<file path="src/rtl/axi4_lite_wr_manager.sv">
// rtl/axi4_lite_wr_manager.sv - AXI4-Lite manager write engine (AW, W, B channels)
// One local write command at a time; reports BRESP or a timeout abort back to the controller.
module axi4_lite_wr_manager #(
   parameter int ADDR_WIDTH     = 32,
   parameter int DATA_WIDTH     = 32,
   parameter int TIMEOUT_CYCLES = 256
) (
   input  logic                    aclk,
   input  logic                    aresetn,
   input  logic                    cmd_valid,
   output logic                    cmd_ready,
   input  logic [ADDR_WIDTH-1:0]   cmd_addr,
   input  logic [DATA_WIDTH-1:0]   cmd_data,
   input  logic [DATA_WIDTH/8-1:0] cmd_strb,
   output logic                    rsp_valid,
   output logic [1:0]              rsp_resp,
   output logic                    rsp_timeout,
   output logic                    busy,
   output logic                    awvalid,
   input  logic                    awready,
   output logic [ADDR_WIDTH-1:0]   awaddr,
   output logic [2:0]              awprot,
   output logic                    wvalid,
   input  logic                    wready,
   output logic [DATA_WIDTH-1:0]   wdata,
   output logic [DATA_WIDTH/8-1:0] wstrb,
   input  logic                    bvalid,
   output logic                    bready,
   input  logic [1:0]              bresp
);

   localparam int STRB_W = DATA_WIDTH / 8;
   localparam int CNT_W  = (TIMEOUT_CYCLES > 0) ? $clog2(TIMEOUT_CYCLES + 1) : 1;
   localparam logic [CNT_W-1:0] CNT_MAX   = CNT_W'(TIMEOUT_CYCLES);
   localparam logic [CNT_W-1:0] CNT_ABORT = CNT_W'((TIMEOUT_CYCLES > 0) ? TIMEOUT_CYCLES - 1 : 0);

   typedef enum logic [1:0] {
      S_IDLE   = 2'd0,
      S_SEND   = 2'd1,
      S_WAIT_B = 2'd2
   } state_t;

   state_t              state_q;
   logic                awvalid_q;
   logic                wvalid_q;
   logic                bready_q;
   logic                aw_done_q;
   logic                w_done_q;
   logic                busy_q;
   logic                rsp_valid_q;
   logic [1:0]          rsp_resp_q;
   logic                rsp_timeout_q;
   logic [ADDR_WIDTH-1:0] awaddr_q;
   logic [DATA_WIDTH-1:0] wdata_q;
   logic [STRB_W-1:0]   wstrb_q;
   logic [CNT_W-1:0]    cnt_q;

   logic                aw_done_d;
   logic                w_done_d;
   logic [CNT_W-1:0]    cnt_d;
   logic                timeout_hit;

   // The counter was cleared on the accept edge, so the Nth edge afterwards sees N-1.
   assign cnt_d       = (cnt_q == CNT_MAX) ? cnt_q : cnt_q + 1'b1;
   assign timeout_hit = (TIMEOUT_CYCLES > 0) && (cnt_q == CNT_ABORT);
   assign aw_done_d   = aw_done_q | (awvalid_q & awready);
   assign w_done_d    = w_done_q  | (wvalid_q & wready);

   assign cmd_ready   = (state_q == S_IDLE) && aresetn;
   assign rsp_valid   = rsp_valid_q;
   assign rsp_resp    = rsp_resp_q;
   assign rsp_timeout = rsp_timeout_q;
   assign busy        = busy_q;
   assign awvalid     = awvalid_q;
   assign awaddr      = awaddr_q;
   assign awprot      = 3'b000;
   assign wvalid      = wvalid_q;
   assign wdata       = wdata_q;
   assign wstrb       = wstrb_q;
   assign bready      = bready_q;

   always_ff @(posedge aclk) begin
      if (!aresetn) begin
         state_q       <= S_IDLE;
         awvalid_q     <= 1'b0;
         wvalid_q      <= 1'b0;
         bready_q      <= 1'b0;
         aw_done_q     <= 1'b0;
         w_done_q      <= 1'b0;
         busy_q        <= 1'b0;
         rsp_valid_q   <= 1'b0;
         rsp_resp_q    <= 2'b00;
         rsp_timeout_q <= 1'b0;
         awaddr_q      <= '0;
         wdata_q       <= '0;
         wstrb_q       <= '0;
         cnt_q         <= '0;
      end else begin
         rsp_valid_q <= 1'b0;
         case (state_q)
            S_IDLE: begin
               if (cmd_valid && cmd_ready) begin
                  awaddr_q  <= cmd_addr;
                  wdata_q   <= cmd_data;
                  wstrb_q   <= cmd_strb;
                  awvalid_q <= 1'b1;
                  wvalid_q  <= 1'b1;
                  aw_done_q <= 1'b0;
                  w_done_q  <= 1'b0;
                  busy_q    <= 1'b1;
                  cnt_q     <= '0;
                  state_q   <= S_SEND;
               end
            end
            S_SEND: begin
               cnt_q <= cnt_d;
               if (timeout_hit) begin
                  awvalid_q     <= 1'b0;
                  wvalid_q      <= 1'b0;
                  bready_q      <= 1'b0;
                  rsp_valid_q   <= 1'b1;
                  rsp_resp_q    <= 2'b10;
                  rsp_timeout_q <= 1'b1;
                  busy_q        <= 1'b0;
                  state_q       <= S_IDLE;
               end else begin
                  if (awvalid_q && awready) awvalid_q <= 1'b0;
                  if (wvalid_q && wready)   wvalid_q  <= 1'b0;
                  aw_done_q <= aw_done_d;
                  w_done_q  <= w_done_d;
                  if (aw_done_d && w_done_d) begin
                     bready_q <= 1'b1;
                     state_q  <= S_WAIT_B;
                  end
               end
            end
            S_WAIT_B: begin
               cnt_q <= cnt_d;
               // A response arriving on the abort edge takes priority over the timeout.
               if (bvalid && bready_q) begin
                  bready_q      <= 1'b0;
                  rsp_valid_q   <= 1'b1;
                  rsp_resp_q    <= bresp;
                  rsp_timeout_q <= 1'b0;
                  busy_q        <= 1'b0;
                  state_q       <= S_IDLE;
               end else if (timeout_hit) begin
                  awvalid_q     <= 1'b0;
                  wvalid_q      <= 1'b0;
                  bready_q      <= 1'b0;
                  rsp_valid_q   <= 1'b1;
                  rsp_resp_q    <= 2'b10;
                  rsp_timeout_q <= 1'b1;
                  busy_q        <= 1'b0;
                  state_q       <= S_IDLE;
               end
            end
            default: state_q <= S_IDLE;
         endcase
      end
   end

endmodule

</file>
<file path="config.mk">
export PLATFORM = sky130hd
export DESIGN_NAME = axi4_lite_wr_manager
export DESIGN_NICKNAME = d
export VERILOG_FILES = /design/src/rtl/axi4_lite_wr_manager.sv
export SDC_FILE = /design/constraint.sdc
export NUM_CORES = 1
export LEC_CHECK = 0
export CAP_MARGIN = 25
export CORE_UTILIZATION = 40
export CTS_CLUSTER_SIZE = 28
export DETAILED_ROUTE_END_ITERATION = 10
export DONT_BUFFER_PORTS = 1
export PLACE_DENSITY_LB_ADDON = 0.05
export SLEW_MARGIN = 25
export SYNTH_ARGS = -nofsm -noshare
export SYNTH_HDL_FRONTEND = slang
export SYNTH_SLANG_ARGS = --single-unit
</file>
<file path="constraint.sdc">
create_clock -name aclk -period 2.8 [get_ports aclk]
set_input_delay 0.42 -clock aclk [delete_from_list [all_inputs] [get_ports aclk]]
set_output_delay 0.42 -clock aclk [all_outputs]
set_load 0.03 [all_outputs]
</file>
==> impl_metrics.env <==
export IMPL_status="complete, no violations"
export IMPL_areaGrowthSynthToFinish_pct=6.84
export IMPL_synth_area_mm2=0.00358
export IMPL_antenna_found_initial=0
export IMPL_dieArea_mm2=0.00934
export IMPL_rsz0062_at_grt="no"
export IMPL_cts_root_buf="clkbuf_8"
export IMPL_required_ns=3.07
export IMPL_setup_violations=0
export IMPL_clkSinkCount=89
export IMPL_syn_area_per_cell_um2=7.86
export IMPL_first_pass_iters=4
export IMPL_period_needed_ns=2.42
export IMPL_fillers=897
export IMPL_clock_latency_ns=0.35
export IMPL_power_density_mw_per_mm2=1000
export IMPL_drive_gt1_frac=0.0582
export IMPL_pwr_share_clk=0.236
export IMPL_dpl_instance_area_mm2=0.00362
export IMPL_worst_slew_pin_slew_ns=0.693
export IMPL_p_switching_mw=1.61
export IMPL_io_pins=156
export IMPL_hold_viol_final=0
export IMPL_crit_arrival_ns=2.69
export IMPL_clk_pin_slew_ns=0.09
export IMPL_cts_tree="yes"
export IMPL_hp_class="in2reg"
export IMPL_leakagePower_nw=1.69
export IMPL_finalSetupTns_ns=0
export IMPL_synth_edf_count=0
export IMPL_die_w_um=96.7
export IMPL_ys_warn_count=0
export IMPL_synth_most_common_cell="nand2_1"
export IMPL_routedWlPerCell_um=15.4
export IMPL_grt_first_pass_wirelength_um=13900
export IMPL_synth_cell_types=40
export IMPL_end_kind="register"
export IMPL_synth_area_leader_cell="dfxtp_1"
export IMPL_cts_buffers=9
export IMPL_fmax_mhz=414
export IMPL_nets=527
export IMPL_hold_buffers=0
export IMPL_rrSetupSlack_ns=0.38
export IMPL_cts_buffer_depth=2
export IMPL_grt_start_max_net_pins=93
export IMPL_drc=0
export IMPL_synth_ff_type="dfxtp_1"
export IMPL_core_mm2=0.00868
export IMPL_drv_cap=0
export IMPL_fin_crit_sh=0.863
export IMPL_synth_top_area_frac=0.497
export IMPL_yosys_top_cells_area="dfxtp_1 (50%), nand2_1 (16%), nand3_1 (11%)"
export IMPL_grt_use_total=0.182
export IMPL_post_cts_buffers=0
export IMPL_die_h_um=96.7
export IMPL_post_dp_hpwl_um=5590
export IMPL_vdd_drop_max_v=0.000314
export IMPL_finalInstanceArea_mm2=0.00383
export IMPL_synth_seq_cells=89
export IMPL_cts_resized=0
export IMPL_switching_share=0.419
export IMPL_yosysSeqAreaShare=0.497
export IMPL_path_max_fanout=7
export IMPL_combPwrFrac=0.217
export IMPL_synthCells=456
export IMPL_vias_per_cell=5.41
export IMPL_drtIter0Drc=201
export IMPL_via_count=3001
export IMPL_internal_power_mw=2.23
export IMPL_finalPower_mw=3.85
export IMPL_drt_total_wl_um=8540
export IMPL_routabilityCongestion=0.832
export IMPL_slew_violations=0
export IMPL_maxSlewHeadroom=0.538
export IMPL_fp_row_count=34
export IMPL_grt_pass1_vias=2869
export IMPL_cts_max_level=3
export IMPL_seq_power_share=0.547
export IMPL_start_kind="register"
export IMPL_synthTopCellsByCount="nand2_1 (150), dfxtp_1 (89), nand3_1 (79), clkbuf_1 (15), inv_1 (12)"
export IMPL_n_antenna_cell=0
export IMPL_grt_overflow=0
export IMPL_port_buffers=0
export IMPL_synthArstFlopShare=0
export IMPL_postRouteAntennaNets=0
export IMPL_clock_skew_ns=0.0126
export IMPL_start_util=0.413
export IMPL_critical_path_class="reg2reg"
export IMPL_utilization=0.441
cell families (layout without fill, tap and decap cells):
logic type	after synthesis	in the layout	share of synthesized area
and+or+nand+nor	267	267	0.330
DFF	89	89	0.497
AOI/OAI and AO/OA	44	44	0.0814
buffers and inverters	44	33	0.0534
adders and majority gates	9	9	0.0314
muxes	2	2	0.00559
other	1	3	0.00105
routing by layer:
metal	routed length, um	track usage	up-vias
li1	-	-	1497
met1	3800	0.221	1390
met2	3930	0.294	102
met3	670	0.0585	12
met4	141	0.0815	0
met5	0	0	-
through the flow:
step | instances | hold WS, ns | setup slack, ns
2_1_floorplan | 458 | 0.438 | 0.714
3_3_place_gp | 539 | 0.450 | 0.484
3_5_place_dp | 539 | 0.454 | 0.404
4_1_cts | 555 | 0.137 | 0.389
5_1_grt | 555 | 0.132 | 0.128
6_report | 555 | 0.160 | 0.384
final timing paths:
check                              start                endpoint  cells after the start
setup / recovery   cnt_q[1]$_SDFFE_PN0P_     wvalid$_SDFFE_PN0P_                      8
hold / removal              cmd_data[14]  wdata[14]$_SDFFE_PN0P_                      2
setup reg to reg   cnt_q[1]$_SDFFE_PN0P_     wvalid$_SDFFE_PN0P_                      8
hold reg to reg   aw_done_q$_SDFFE_PN0P_  aw_done_q$_SDFFE_PN0P_                      2
critical path, stage by stage (launching register included):
cell	delay [ns]
dfxtp_1	0.40
ha_1	0.23
nand4_1	0.19
nor2_1	0.21
ha_1	0.30
a21bo_2	0.25
a221oi_1	0.46
a21oi_1	0.13
nor3_1	0.18
cell usage in the layout, fill, tap and decap left out, types with 3 or more instances in the layout:
master	Yosys	routed
nor2_1	9	9
nand3_1	79	78
a31oi_1	4	4
a211oi_1	3	3
ha_1	9	9
a21oi_1	10	10
o21ai_0	9	9
buf_4	6	5
nand4_1	8	8
clkbuf_8	0	10
nand2_1	150	150
clkinvlp_4	0	3
conb_1	1	3
o211ai_1	4	4
nor3_1	5	5
inv_1	12	12
dfxtp_1	89	89
sequential cells by signal, summed over array words and instances, names as in the netlist, 2 cells and up:
register	count
awaddr	32
cnt_q	9
wdata	32
wstrb	4
rsp_resp	2
state_q	2
area by class of cell:
cell class | count | area [um^2] | area share
Tap cell | 108 | 135 | 0.0353
Clock buffer | 11 | 141 | 0.0369
Sequential cell | 89 | 1780 | 0.465
Multi-Input combinational cell | 325 | 1620 | 0.424
Timing Repair Buffer | 5 | 37.5 | 0.00980
Clock inverter | 5 | 63.8 | 0.0167
Inverter | 12 | 45.0 | 0.0118
power by group through the flow:
| stage | clock network (mW) | registers [mW] | logic (mW) |
|---|---|---|---|
| floorplan | 0 | 2.08 | 0.691 |
| detailed placement | 0 | 2.13 | 0.844 |
| global route | 0.994 | 2.13 | 0.952 |
| finish | 0.907 | 2.10 | 0.835 |
| CTS | 0.951 | 2.11 | 0.842 |
| global placement | 0 | 2.13 | 0.830 |
No activity file was read; power rests on OpenSTA's default activity.
